===== src/rtl/encoder8_if.sv =====
// Request/acknowledge bus between the encoder8 priority encoder and its
// producer/consumer side.
interface encoder8_if;
  logic [7:0] REQ;
  logic       ACK;
  logic [2:0] X;
  logic       VALID;
  logic [7:0] PEND;
  logic       OVF;

  // Driving side: issues request pulses and acknowledges presented indices.
  modport master (
    output REQ,
    output ACK,
    input  X,
    input  VALID,
    input  PEND,
    input  OVF
  );

  // Encoder side.
  modport slave (
    input  REQ,
    input  ACK,
    output X,
    output VALID,
    output PEND,
    output OVF
  );
endinterface


===== src/rtl/encoder8.sv =====
// Registered 8-to-3 priority encoder with valid/acknowledge handshake.
// Request pulses accumulate in a pending set; the highest-numbered pending
// line is presented on X and held until acknowledged.
module encoder8 (
  input logic      CLK,
  input logic      RST,
  encoder8_if.slave bus
);

  logic [2:0] xReg;
  logic       validReg;
  logic [7:0] pendReg;
  logic       ovfReg;

  logic [7:0] merged;
  logic       loadEn;
  logic       anyPending;
  logic [2:0] selIdx;

  // Merge new pulses into the pending set and pick the highest set line.
  always_comb begin
    merged     = pendReg | bus.REQ;
    loadEn     = !validReg || bus.ACK;
    anyPending = |merged;
    selIdx     = 3'd0;
    // Ascending scan: the last hit is the highest line, which wins.
    for (int i = 0; i < 8; i++) begin
      if (merged[i]) begin
        selIdx = 3'(i);
      end
    end
  end

  // Handshake state, pending set and overflow pulse.
  always_ff @(posedge CLK) begin
    if (RST) begin
      xReg     <= 3'd0;
      validReg <= 1'b0;
      pendReg  <= 8'h00;
      ovfReg   <= 1'b0;
    end else begin
      // Duplicate against the pre-edge set; the set cannot count it.
      ovfReg <= |(bus.REQ & pendReg);
      if (loadEn) begin
        if (anyPending) begin
          xReg     <= selIdx;
          validReg <= 1'b1;
          pendReg  <= merged & ~(8'h01 << selIdx);
        end else begin
          // X keeps its last value when going idle.
          validReg <= 1'b0;
          pendReg  <= 8'h00;
        end
      end else begin
        pendReg <= merged;
      end
    end
  end

  assign bus.X     = xReg;
  assign bus.VALID = validReg;
  assign bus.PEND  = pendReg;
  assign bus.OVF   = ovfReg;

endmodule


===== src/flat_wrapper.sv =====
// flat-port wrapper written by rule: the top's interface ports become plain ports
module encoder8_flat 
  (CLK, RST, bus_REQ, bus_ACK, bus_X, bus_VALID, bus_PEND, bus_OVF);
  encoder8_if bus_i ();
  input logic CLK;
  input logic RST;
  input wire logic [$bits(bus_i.REQ)-1:0] bus_REQ;
  input wire logic [$bits(bus_i.ACK)-1:0] bus_ACK;
  output wire logic [$bits(bus_i.X)-1:0] bus_X;
  output wire logic [$bits(bus_i.VALID)-1:0] bus_VALID;
  output wire logic [$bits(bus_i.PEND)-1:0] bus_PEND;
  output wire logic [$bits(bus_i.OVF)-1:0] bus_OVF;
  assign bus_i.REQ = bus_REQ;
  assign bus_i.ACK = bus_ACK;
  assign bus_X = bus_i.X;
  assign bus_VALID = bus_i.VALID;
  assign bus_PEND = bus_i.PEND;
  assign bus_OVF = bus_i.OVF;
  encoder8 u_core (.CLK(CLK), .RST(RST), .bus(bus_i));
endmodule

===== config.mk =====
export PLATFORM = sky130hd
export DESIGN_NAME = encoder8_flat
export DESIGN_NICKNAME = d
export VERILOG_FILES = /design/src/rtl/encoder8_if.sv /design/src/rtl/encoder8.sv /design/src/flat_wrapper.sv
export SDC_FILE = /design/constraint.sdc
export NUM_CORES = 1
export LEC_CHECK = 0
export CAP_MARGIN = 15
export CORE_MARGIN = 2
export CORE_UTILIZATION = 47
export DETAILED_ROUTE_END_ITERATION = 16
export DONT_BUFFER_PORTS = 1
export SLEW_MARGIN = 40
export SYNTH_ARGS = -nofsm -noshare
export SYNTH_HDL_FRONTEND = slang
export SYNTH_SLANG_ARGS = --single-unit

===== constraint.sdc =====
create_clock -name CLK -period 1.21 [get_ports CLK]
set_input_delay 0.1815 -clock CLK [delete_from_list [all_inputs] [get_ports CLK]]
set_output_delay 0.1815 -clock CLK [all_outputs]
set_load 0.005 [all_outputs]

==> impl_metrics.env <==
export IMPL_status="finished with violations"
export IMPL_violations="negative hold slack, negative setup slack"
export IMPL_drc=0
export IMPL_synth_compound_area_share_pct=28.8
export IMPL_drt_initial_drc_count=19
export IMPL_dieArea_um2=1630
export IMPL_vias=601
export IMPL_ys_top_cells_by_area="dfxtp_1, nor4_4, nor2_1, a211oi_1, a22oi_1"
export IMPL_yosysMostFrequentCell="dfxtp_1"
export IMPL_final_fill_count=110
export IMPL_ant_nets=0
export IMPL_synthMuxAreaShare_pct=0
export IMPL_die_w_um=40.4
export IMPL_reg2reg_depth=3
export IMPL_ys_ff_latch=13
export IMPL_stdcell_area_um2=840
export IMPL_grt_overflow=0
export IMPL_ys_warn_count=0
export IMPL_cts_sinks=13
export IMPL_clk_latency_ps=280
export IMPL_synthToLayoutAreaGrowth_pct=35.0
export IMPL_cts_root_buf="clkbuf_4"
export IMPL_synth_async_sr_flop_share_pct=0
export IMPL_place_area_um2=764
export IMPL_synth_top_area_share_pct=41.9
export IMPL_period_needed_ps=1260
export IMPL_ys_types=25
export IMPL_rsz0062_at_grt="true"
export IMPL_grt_max_degree=14
export IMPL_min_to="u_core.bus.PEND[6]$_SDFF_PP0_"
export IMPL_ys_flop_type="dfxtp_1"
export IMPL_htreeDepth=1
export IMPL_die_y_um=40.4
export IMPL_crit_chain="nor4_4 > or2b_1 > a311oi_1"
export IMPL_syn_area_um2=622
export IMPL_hold_start="RST"
export IMPL_yosys_area_top_type="dfxtp_1"
export IMPL_seq_area_frac_synth_pct=41.9
export IMPL_cts_made_buffers=3
export IMPL_tightest_slew_ps=326
export IMPL_finalCritPeriodShare_pct=104
export IMPL_cp_end_kind="register"
export IMPL_synth_common_cells="dfxtp_1, nor2_1, a211oi_1"
export IMPL_placed_cells=93
export IMPL_synthSimpleGateAreaFrac_pct=28.2
export IMPL_critical_path_class="register to register"
export IMPL_start_util_pct=49.0
export IMPL_max_stage_delay_ps=350
export IMPL_cp_slowest_cell="dfxtp_2"
export IMPL_synth_top_family_by_area="compound AO/OA/AOI/OAI gates"
export IMPL_syn_avg_cell_area_um2=10.0
export IMPL_p_leak_uw=0.000315
export IMPL_synthCells=62
export IMPL_first_pass_iters=4
export IMPL_path_clk_slew_ps=80
export IMPL_powerDensity_nw_per_um2=1120
export IMPL_fin_nets=96
export IMPL_critPathRequiredTime_ps=1410
export IMPL_core_area_um2=1270
export IMPL_syn_nets=73
export IMPL_drt_wl_total_um=1620
export IMPL_gp_congestion=0.852
export IMPL_stdcell_count=99
export IMPL_start_kind="register"
export IMPL_diodes=0
export IMPL_vias_per_cell=6.07
export IMPL_finalHoldViolCount=10
export IMPL_fin_skew_ps=0.781
export IMPL_drive_gt1_share_pct=42.9
export IMPL_io_pin_count=24
export IMPL_timing_rr_end="u_core.bus.X[1]$_SDFFE_PP0P_"
export IMPL_grt_pass1_vias=524
export IMPL_slew_violations=0
export IMPL_synth_edf_count=0
export IMPL_tritoncts="done"
export IMPL_synthXorXnorAreaFrac_pct=0
export IMPL_hold_path_class="input pin to register"
export IMPL_worst_slack_ps=-49.9
export IMPL_hold_slack_ps=-46.2
export IMPL_fmax_mhz=794
export IMPL_arrival_ps=1460
export IMPL_clk_path_buf_depth=2
export IMPL_pre_cts_ws_ps=-60.2
export IMPL_whs_path_depth=1
export IMPL_wl_per_cell_um=16.3
export IMPL_num_rows=13
export IMPL_grt_pass1_wl_um=2300
export IMPL_dp_final_hpwl_um=1190
export IMPL_maxCapViolations=0
export IMPL_portBuffers=0
export IMPL_peakVddDrop_mv=0.594
export IMPL_setup_violations=7
export IMPL_grt_usage_pct=21.7
export IMPL_synthAdderAreaFrac_pct=0
export IMPL_grt_antenna_before_repair=0
export IMPL_path_max_fanout=4
export IMPL_timing_rr_start="u_core.bus.PEND[5]$_SDFF_PP0_"
export IMPL_relSlewSlack_pct=78.1
export IMPL_timing_reg2reg_setup_slack_ps=-50
[repair_timing]
| item | CTS | global route |
|---|---|---|
| endpoints found under the setup margin | 6 | 8 |
| endpoints found under the hold margin | 10 | 10 |
| pin swaps | 0 | 4 |
| setup buffers | 0 | 2 |
| resized for setup | 4 | 6 |
[flip-flops by register name, summed over array words and instances (netlist names)]
| register | flops |
|---|---|
| u_core.bus.PEND | 8 |
| u_core.bus.VALID | 1 |
| u_core.bus.OVF | 1 |
| u_core.bus.X | 3 |
[layer usage]
metal,vias up,track usage [%],wire length (um)
li1,288,-,-
met1,274,26.9,669
met2,30,34.1,741
met3,9,4.44,141
met4,0,12.5,62
met5,-,0,0
[stage by stage]
step	setup TNS, ps	utilization [%]	power, uW
after floorplan	-84.3	-	590
after detailed placement	-211	60.3	659
after global routing	-601	66.2	981
final	-199	66.2	941
after CTS	-197	63.2	927
after global placement	-208	60.3	658
[critical path: cells and delay by family (launching register included)]
family          cells  cell delay, ps
flops               1             350
compound gates      1             250
simple gates        2             580
[power by group]
part	internal, uW	switching [uW]
sequential	461	34.3
combinational	97.6	76.3
clock	128	144
[layout by cell type, fill, tap and decap left out]
| cell type | count |
|---|---|
| dfxtp_2 | 2 |
| nor3_1 | 1 |
| o21a_1 | 2 |
| dfxtp_4 | 2 |
| and2_1 | 1 |
| nor4_4 | 4 |
| clkbuf_1 | 1 |
| a21oi_1 | 3 |
| o21ba_2 | 1 |
| nand2_1 | 1 |
| and2b_1 | 1 |
| a21boi_2 | 1 |
| a211oi_1 | 5 |
| buf_4 | 19 |
| a22oi_1 | 4 |
| a31oi_1 | 1 |
| nor2_1 | 12 |
| a41oi_2 | 1 |
| dfxtp_1 | 9 |
| clkbuf_4 | 3 |
| or2b_1 | 1 |
| o31ai_1 | 1 |
| and3_4 | 1 |
| a311oi_1 | 2 |
| nor2b_1 | 1 |
| a41oi_1 | 1 |
| nand2b_1 | 1 |
| nand3_2 | 1 |
| o31ai_2 | 1 |
[how the worst max path moves through the flow]
stage,end,startpoint,cells after the start
floorplan,u_core.bus.PEND[1]$_SDFF_PP0_,u_core.bus.PEND[6]$_SDFF_PP0_,4
global placement,u_core.bus.PEND[0]$_SDFF_PP0_,u_core.bus.PEND[5]$_SDFF_PP0_,4
detailed placement,u_core.bus.PEND[0]$_SDFF_PP0_,u_core.bus.PEND[5]$_SDFF_PP0_,4
CTS,u_core.bus.X[1]$_SDFFE_PP0P_,u_core.bus.PEND[5]$_SDFF_PP0_,3
global route,u_core.bus.X[1]$_SDFFE_PP0P_,u_core.bus.PEND[5]$_SDFF_PP0_,3
finish,u_core.bus.X[1]$_SDFFE_PP0P_,u_core.bus.PEND[5]$_SDFF_PP0_,3
[layout make-up]
type                       count  area (um^2)  share of cell area [%]
multi-input combinational     48          382                    45.5
tap                           15         18.8                    2.24
sequential                    13          270                    32.2
timing repair buffer          19          143                    17.0
clock buffer                   4         26.3                    3.13
[logic make-up (layout without fill, tap and decap cells)]
logic type / after synthesis / after routing
simple gates: 25 / 25
compound gates: 23 / 23
flops: 13 / 13
buf+inv: 1 / 23
No activity file was read; power rests on OpenSTA's default activity.
